--- src/rtl/cnn_pkg.sv ---
// Shared CNN datapath definitions: drain FSM encoding, data width
// default and result drain mode constants.
package cnn_pkg;

  localparam int DEF_DATA_WIDTH = 16;

  localparam logic MODE_LOOPBACK = 1'b0;
  localparam logic MODE_EXPORT   = 1'b1;

  typedef enum logic [2:0] {
    IDLE,
    REQ,
    WAIT_V,
    PUSH,
    FIN
  } drain_state_t;

endpackage

--- src/rtl/drain_watchdog.sv ---
// Loadable saturating up-counter; expire flags the all-ones value.
// Shared by the result drain and the IFmap/filter feeders.
module drain_watchdog #(
  parameter int WIDTH = 8
) (
  input  logic             clk,
  input  logic             reset,
  input  logic             clear,
  input  logic             load,
  input  logic [WIDTH-1:0] load_value,
  input  logic             enable,
  output logic             expire
);

  logic [WIDTH-1:0] count;

  assign expire = &count;

  always_ff @(posedge clk or posedge reset) begin
    if (reset) begin
      count <= '0;
    end else if (clear) begin
      count <= '0;
    end else if (load) begin
      count <= load_value;
    end else if (enable && !expire) begin
      count <= count + WIDTH'(1);
    end
  end

endmodule

--- src/rtl/result_psum_drain.sv ---
// Result buffer drain: pops words and either writes them back to the
// psum buffer or exports them on a valid/ready stream.
module result_psum_drain
  import cnn_pkg::*;
#(
  parameter int DATA_WIDTH    = DEF_DATA_WIDTH,
  parameter int COUNT_WIDTH   = 7,
  parameter int TIMEOUT_WIDTH = 8
) (
  input  logic                   clk,
  input  logic                   reset,
  input  logic                   start,
  input  logic [COUNT_WIDTH-1:0] word_count,
  input  logic                   mode,
  input  logic [DATA_WIDTH-1:0]  result_buffer_out,
  input  logic                   result_buffer_empty,
  input  logic                   result_buffer_valid,
  output logic                   result_buffer_read_enable,
  output logic [DATA_WIDTH-1:0]  psum_buffer_in,
  output logic                   psum_buffer_wen,
  input  logic                   psum_buffer_ready,
  output logic [DATA_WIDTH-1:0]  out_data,
  output logic                   out_valid,
  input  logic                   out_ready,
  output logic                   busy,
  output logic                   done,
  output logic                   error
);

  drain_state_t state, state_nxt;

  logic [COUNT_WIDTH-1:0] remaining;
  logic [DATA_WIDTH-1:0]  hold;
  logic                   mode_q;
  logic                   pushed;
  logic                   error_q;
  logic                   wd_expire;
  logic                   handshake;
  logic                   re_c;
  logic                   wen_c;
  logic                   ov_c;
  logic                   done_c;

  always_ff @(posedge clk or posedge reset) begin
    if (reset) begin
      state <= IDLE;
    end else begin
      state <= state_nxt;
    end
  end

  // pushed marks the post-handshake cycle in which the count drops
  always_comb begin
    state_nxt = state;
    re_c      = 1'b0;
    wen_c     = 1'b0;
    ov_c      = 1'b0;
    done_c    = 1'b0;
    unique case (state)
      IDLE: begin
        if (start) begin
          state_nxt = (word_count == '0) ? FIN : REQ;
        end
      end
      REQ: begin
        if (!result_buffer_empty) begin
          re_c      = 1'b1;
          state_nxt = WAIT_V;
        end
      end
      WAIT_V: begin
        if (result_buffer_valid) begin
          state_nxt = PUSH;
        end else if (wd_expire) begin
          state_nxt = FIN;
        end
      end
      PUSH: begin
        if (pushed) begin
          state_nxt = (remaining <= COUNT_WIDTH'(1)) ? FIN : REQ;
        end else if (mode_q == MODE_EXPORT) begin
          ov_c = 1'b1;
        end else begin
          wen_c = 1'b1;
        end
      end
      FIN: begin
        done_c    = 1'b1;
        state_nxt = IDLE;
      end
      default: state_nxt = IDLE;
    endcase
  end

  assign handshake = (wen_c && psum_buffer_ready) || (ov_c && out_ready);

  always_ff @(posedge clk or posedge reset) begin
    if (reset) begin
      remaining <= '0;
      mode_q    <= 1'b0;
      hold      <= '0;
      pushed    <= 1'b0;
      error_q   <= 1'b0;
    end else begin
      if (state == IDLE && start) begin
        remaining <= word_count;
        mode_q    <= mode;
        error_q   <= 1'b0;
      end
      if (state == WAIT_V && result_buffer_valid) begin
        hold <= result_buffer_out;
      end
      if (state == WAIT_V && !result_buffer_valid && wd_expire) begin
        error_q <= 1'b1;
      end
      pushed <= (state == PUSH) && !pushed && handshake;
      if (state == PUSH && pushed && remaining != '0) begin
        remaining <= remaining - COUNT_WIDTH'(1);
      end
    end
  end

  drain_watchdog #(
    .WIDTH(TIMEOUT_WIDTH)
  ) u_watchdog (
    .clk       (clk),
    .reset     (reset),
    .clear     (state != WAIT_V),
    .load      (1'b0),
    .load_value({TIMEOUT_WIDTH{1'b0}}),
    .enable    ((state == WAIT_V) && !result_buffer_valid),
    .expire    (wd_expire)
  );

  assign result_buffer_read_enable = re_c;
  assign psum_buffer_wen           = wen_c;
  assign psum_buffer_in            = wen_c ? hold : '0;
  assign out_valid                 = ov_c;
  assign out_data                  = ov_c ? hold : '0;
  assign busy  = (state == REQ) || (state == WAIT_V) || (state == PUSH);
  assign done  = done_c;
  assign error = error_q;

endmodule
--- config.mk ---
export PLATFORM = sky130hd
export DESIGN_NAME = result_psum_drain
export DESIGN_NICKNAME = d
export VERILOG_FILES = /design/src/rtl/cnn_pkg.sv /design/src/rtl/drain_watchdog.sv /design/src/rtl/result_psum_drain.sv
export SDC_FILE = /design/constraint.sdc
export NUM_CORES = 1
export LEC_CHECK = 0
export BUFFER_PORTS_ARGS = -buffer_cell sky130_fd_sc_hd__buf_2
export CORE_MARGIN = 8
export CORE_UTILIZATION = 48
export CTS_BUF_LIST = sky130_fd_sc_hd__clkbuf_4 sky130_fd_sc_hd__clkbuf_8
export DETAILED_ROUTE_END_ITERATION = 10
export PLACE_DENSITY = 0.84
export SLEW_MARGIN = 20
export SYNTH_ARGS = -nofsm -noshare
export SYNTH_HDL_FRONTEND = slang
export SYNTH_HIERARCHICAL = 1
export SYNTH_SLANG_ARGS = --single-unit
--- constraint.sdc ---
create_clock -name clk -period 1.7 [get_ports clk]
set_input_delay 0 -clock clk [delete_from_list [all_inputs] [get_ports clk]]
set_output_delay 0 -clock clk [all_outputs]
set_load 0.01 [all_outputs]
==> qor.csv <==
metric;value;unit
antenna_left;0;
fin_crit_sh;1.06;
seq_power_share;0.358;
fp-row-count;25;
pre_cts_slack;-0.0159;ns
place_area;2820;um^2
crit_fanout;8;
hold_viol_final;0;
clock_skew;0.00190;ns
top_level_ports;69;
grt_usage;0.190;
die_area;7270;um^2
area_growth;41.8;%
worst_hold_path_type;input port to flop;
synthesis.instances;234;
grt_max_degree;30;
yosysSeqAreaShare;0.402;
final_common_cell;buf_2;
timing.final.ws_setup;-0.110;ns
p_int;2610;uW
drt_wl_total;7040;um
rsz0062_at_grt;true;
clk_latency;0.28;ns
dieHeight;85.2;um
first_iter_violations;139;
p_clk_frac;0.138;
initial_core_util;0.494;
min_path_cells;3;
routed_via_density;5.48;
violations;setup timing;
worstSetupEndpointType;flop;
critPathMaxStageDelay;0.61;ns
dp_hpwl;4450;um
floorplan.core_area;4660;um^2
grt_pass1_vias;2334;
mappedNetlistArea;2300;um^2
synthFlopType;dfrtp_1;
min-delay-start;word_count[3];
power_density;1340;nW/um^2
p_leak;0.00158;uW
cts_sinks;37;
switching_power;1750;uW
vias;2259;
netSwitchingFraction;0.401;
synth_edf_count;0;
cp_data_arrival_time;1.98;ns
numPortBuffers;68;
rrSetupSlack;-0.11;ns
firstDrtPassIters;4;
reg2reg_depth;3;
r2r_start;state[2];
gr-total-overflow;0;
drive_gt1_frac;0.383;
ys_ff_latch;37;
async_reset_ff_frac;1.00;
design_area;3260;um^2
avgRoutedWirePerCell;17.1;um
antenna_found_initial;0;
slowest_stage;or3b_2;
finalSetupViolCount;50;
path_cells;or3b_2 > nor2_4 > mux2_2;
yosys_warnings;6;
gp_congestion;0.844;
period_minus_slack;1.81;ns
fin_util;0.700;
pwr-share-comb;0.504;
h-tree-depth;2;
cts_made_buffers;5;
cts_max_path_buffers;2;
ir_worst_vdd;0.772;mV
clockRootBuffer;clkbuf_8;
grt_pass1_wl;11200;um
worstPathRequired;1.87;ns
finalNetCount;391;
hold_end;remaining[3];
synth_cell_types;53;
max_cap_viol_count;0;
route.detailed.drc;0;
status;finished with violations;
timing_max_transition_violations_final;0;
reg2reg_to;hold[0];
num_antenna_cells;0;
die_w;85.2;um
worstSetupStartpointType;flop;
path_clk_slew;0.08;ns
final_cell_mix;buf_2, dfrtp_1, and2_1;
syn_area_per_cell;9.83;um^2
fmax;553;MHz
worstSetupPathType;flop to flop;
cts_tree;done;
==> worst max-delay path: cells and delay by family, from the launching register on <==
family | cells | cell delay [ns]
muxes | 1 | 0.38
DFF | 1 | 0.41
and+or+nand+nor | 2 | 0.91
==> layer usage <==
| metal | up-vias | share of wire | track usage |
|---|---|---|---|
| li1 | 1076 | - | - |
| met1 | 1103 | 0.39 | 0.208 |
| met2 | 72 | 0.54 | 0.348 |
| met3 | 8 | 0.061 | 0.0492 |
| met4 | 0 | 0.013 | 0.0566 |
| met5 | - | 0 | 0 |
==> registers in the layout, summed over array words and instances, names as in the netlist <==
name	flops
error	1
remaining	7
hold	16
pushed	1
state	3
u_watchdog/count	8
mode_q	1
==> logic make-up after synthesis <==
| kind of cell | Yosys count | synth area share |
|---|---|---|
| muxes | 18 | 0.0870 |
| AOI/OAI and AO/OA | 39 | 0.138 |
| adders and majority gates | 3 | 0.0163 |
| DFF | 37 | 0.402 |
| and+or+nand+nor | 114 | 0.305 |
| buffers and inverters | 22 | 0.0500 |
| other | 1 | 0.00163 |
==> power groups by stage <==
stage	registers [uW]	logic (uW)	clock network, uW
final	1560	2200	601
after global routing	1620	2400	658
after CTS	1540	2100	610
after detailed placement	1550	1970	0
after global placement	1510	1890	0
after floorplan	1490	1370	0
==> through the flow <==
step | std cells | hold WS (ns) | setup TNS, ns | total power [uW]
finish | 412 | 0.000520 | -3.08 | 4360
global route | 412 | 0.00454 | -6.17 | 4680
CTS | 408 | 0.000724 | -2.34 | 4250
detailed placement | 371 | -0.0207 | -0.0777 | 3510
global placement | 371 | -0.0237 | 0 | 3410
floorplan | 246 | -0.184 | 0 | 2850
==> cell type report <==
type	count	area (um^2)
multi-input combinational	188	1360
inverter	11	41.3
clock buffer	5	68.8
clock inverter	3	17.5
fill	318	1400
timing repair buffer	114	783
sequential	37	926
tap	54	67.6
==> repair_timing <==
action / CTS / global route
gates resized for setup: 4 / 9
hold endpoints to repair: 61 / 0
hold buffers: 26 / 0
buffers inserted: 2 / 4
cloned: 1 / 0
setup endpoints to repair: 50 / 62
pin swaps: 1 / 6
==> synthesized netlist by cell type (4+ instances only) <==
master	n	share of area
dfrtp_1	37	0.40
a311oi_1	5	0.019
nand2b_1	4	0.011
a21oi_1	7	0.015
and2_1	35	0.095
inv_1	11	0.018
buf_2	6	0.013
nor2_1	13	0.021
nor3_1	5	0.011
nor2b_1	6	0.016
o211ai_1	9	0.029
mux2_2	16	0.078
nor3b_1	4	0.013
nand3_1	7	0.015
nand2_1	14	0.023
==> worst max-delay path by stage <==
| stage | cells after the start | startpoint | end |
|---|---|---|---|
| after floorplan | 6 | state[0] | u_watchdog/count[5] |
| after detailed placement | 3 | state[2] | hold[13] |
| final | 3 | state[2] | hold[0] |
| after CTS | 7 | state[2] | out_data[10] |
| after global placement | 3 | state[2] | hold[8] |
| after global routing | 7 | state[2] | out_data[13] |
Power figures use the tool's default switching activity.
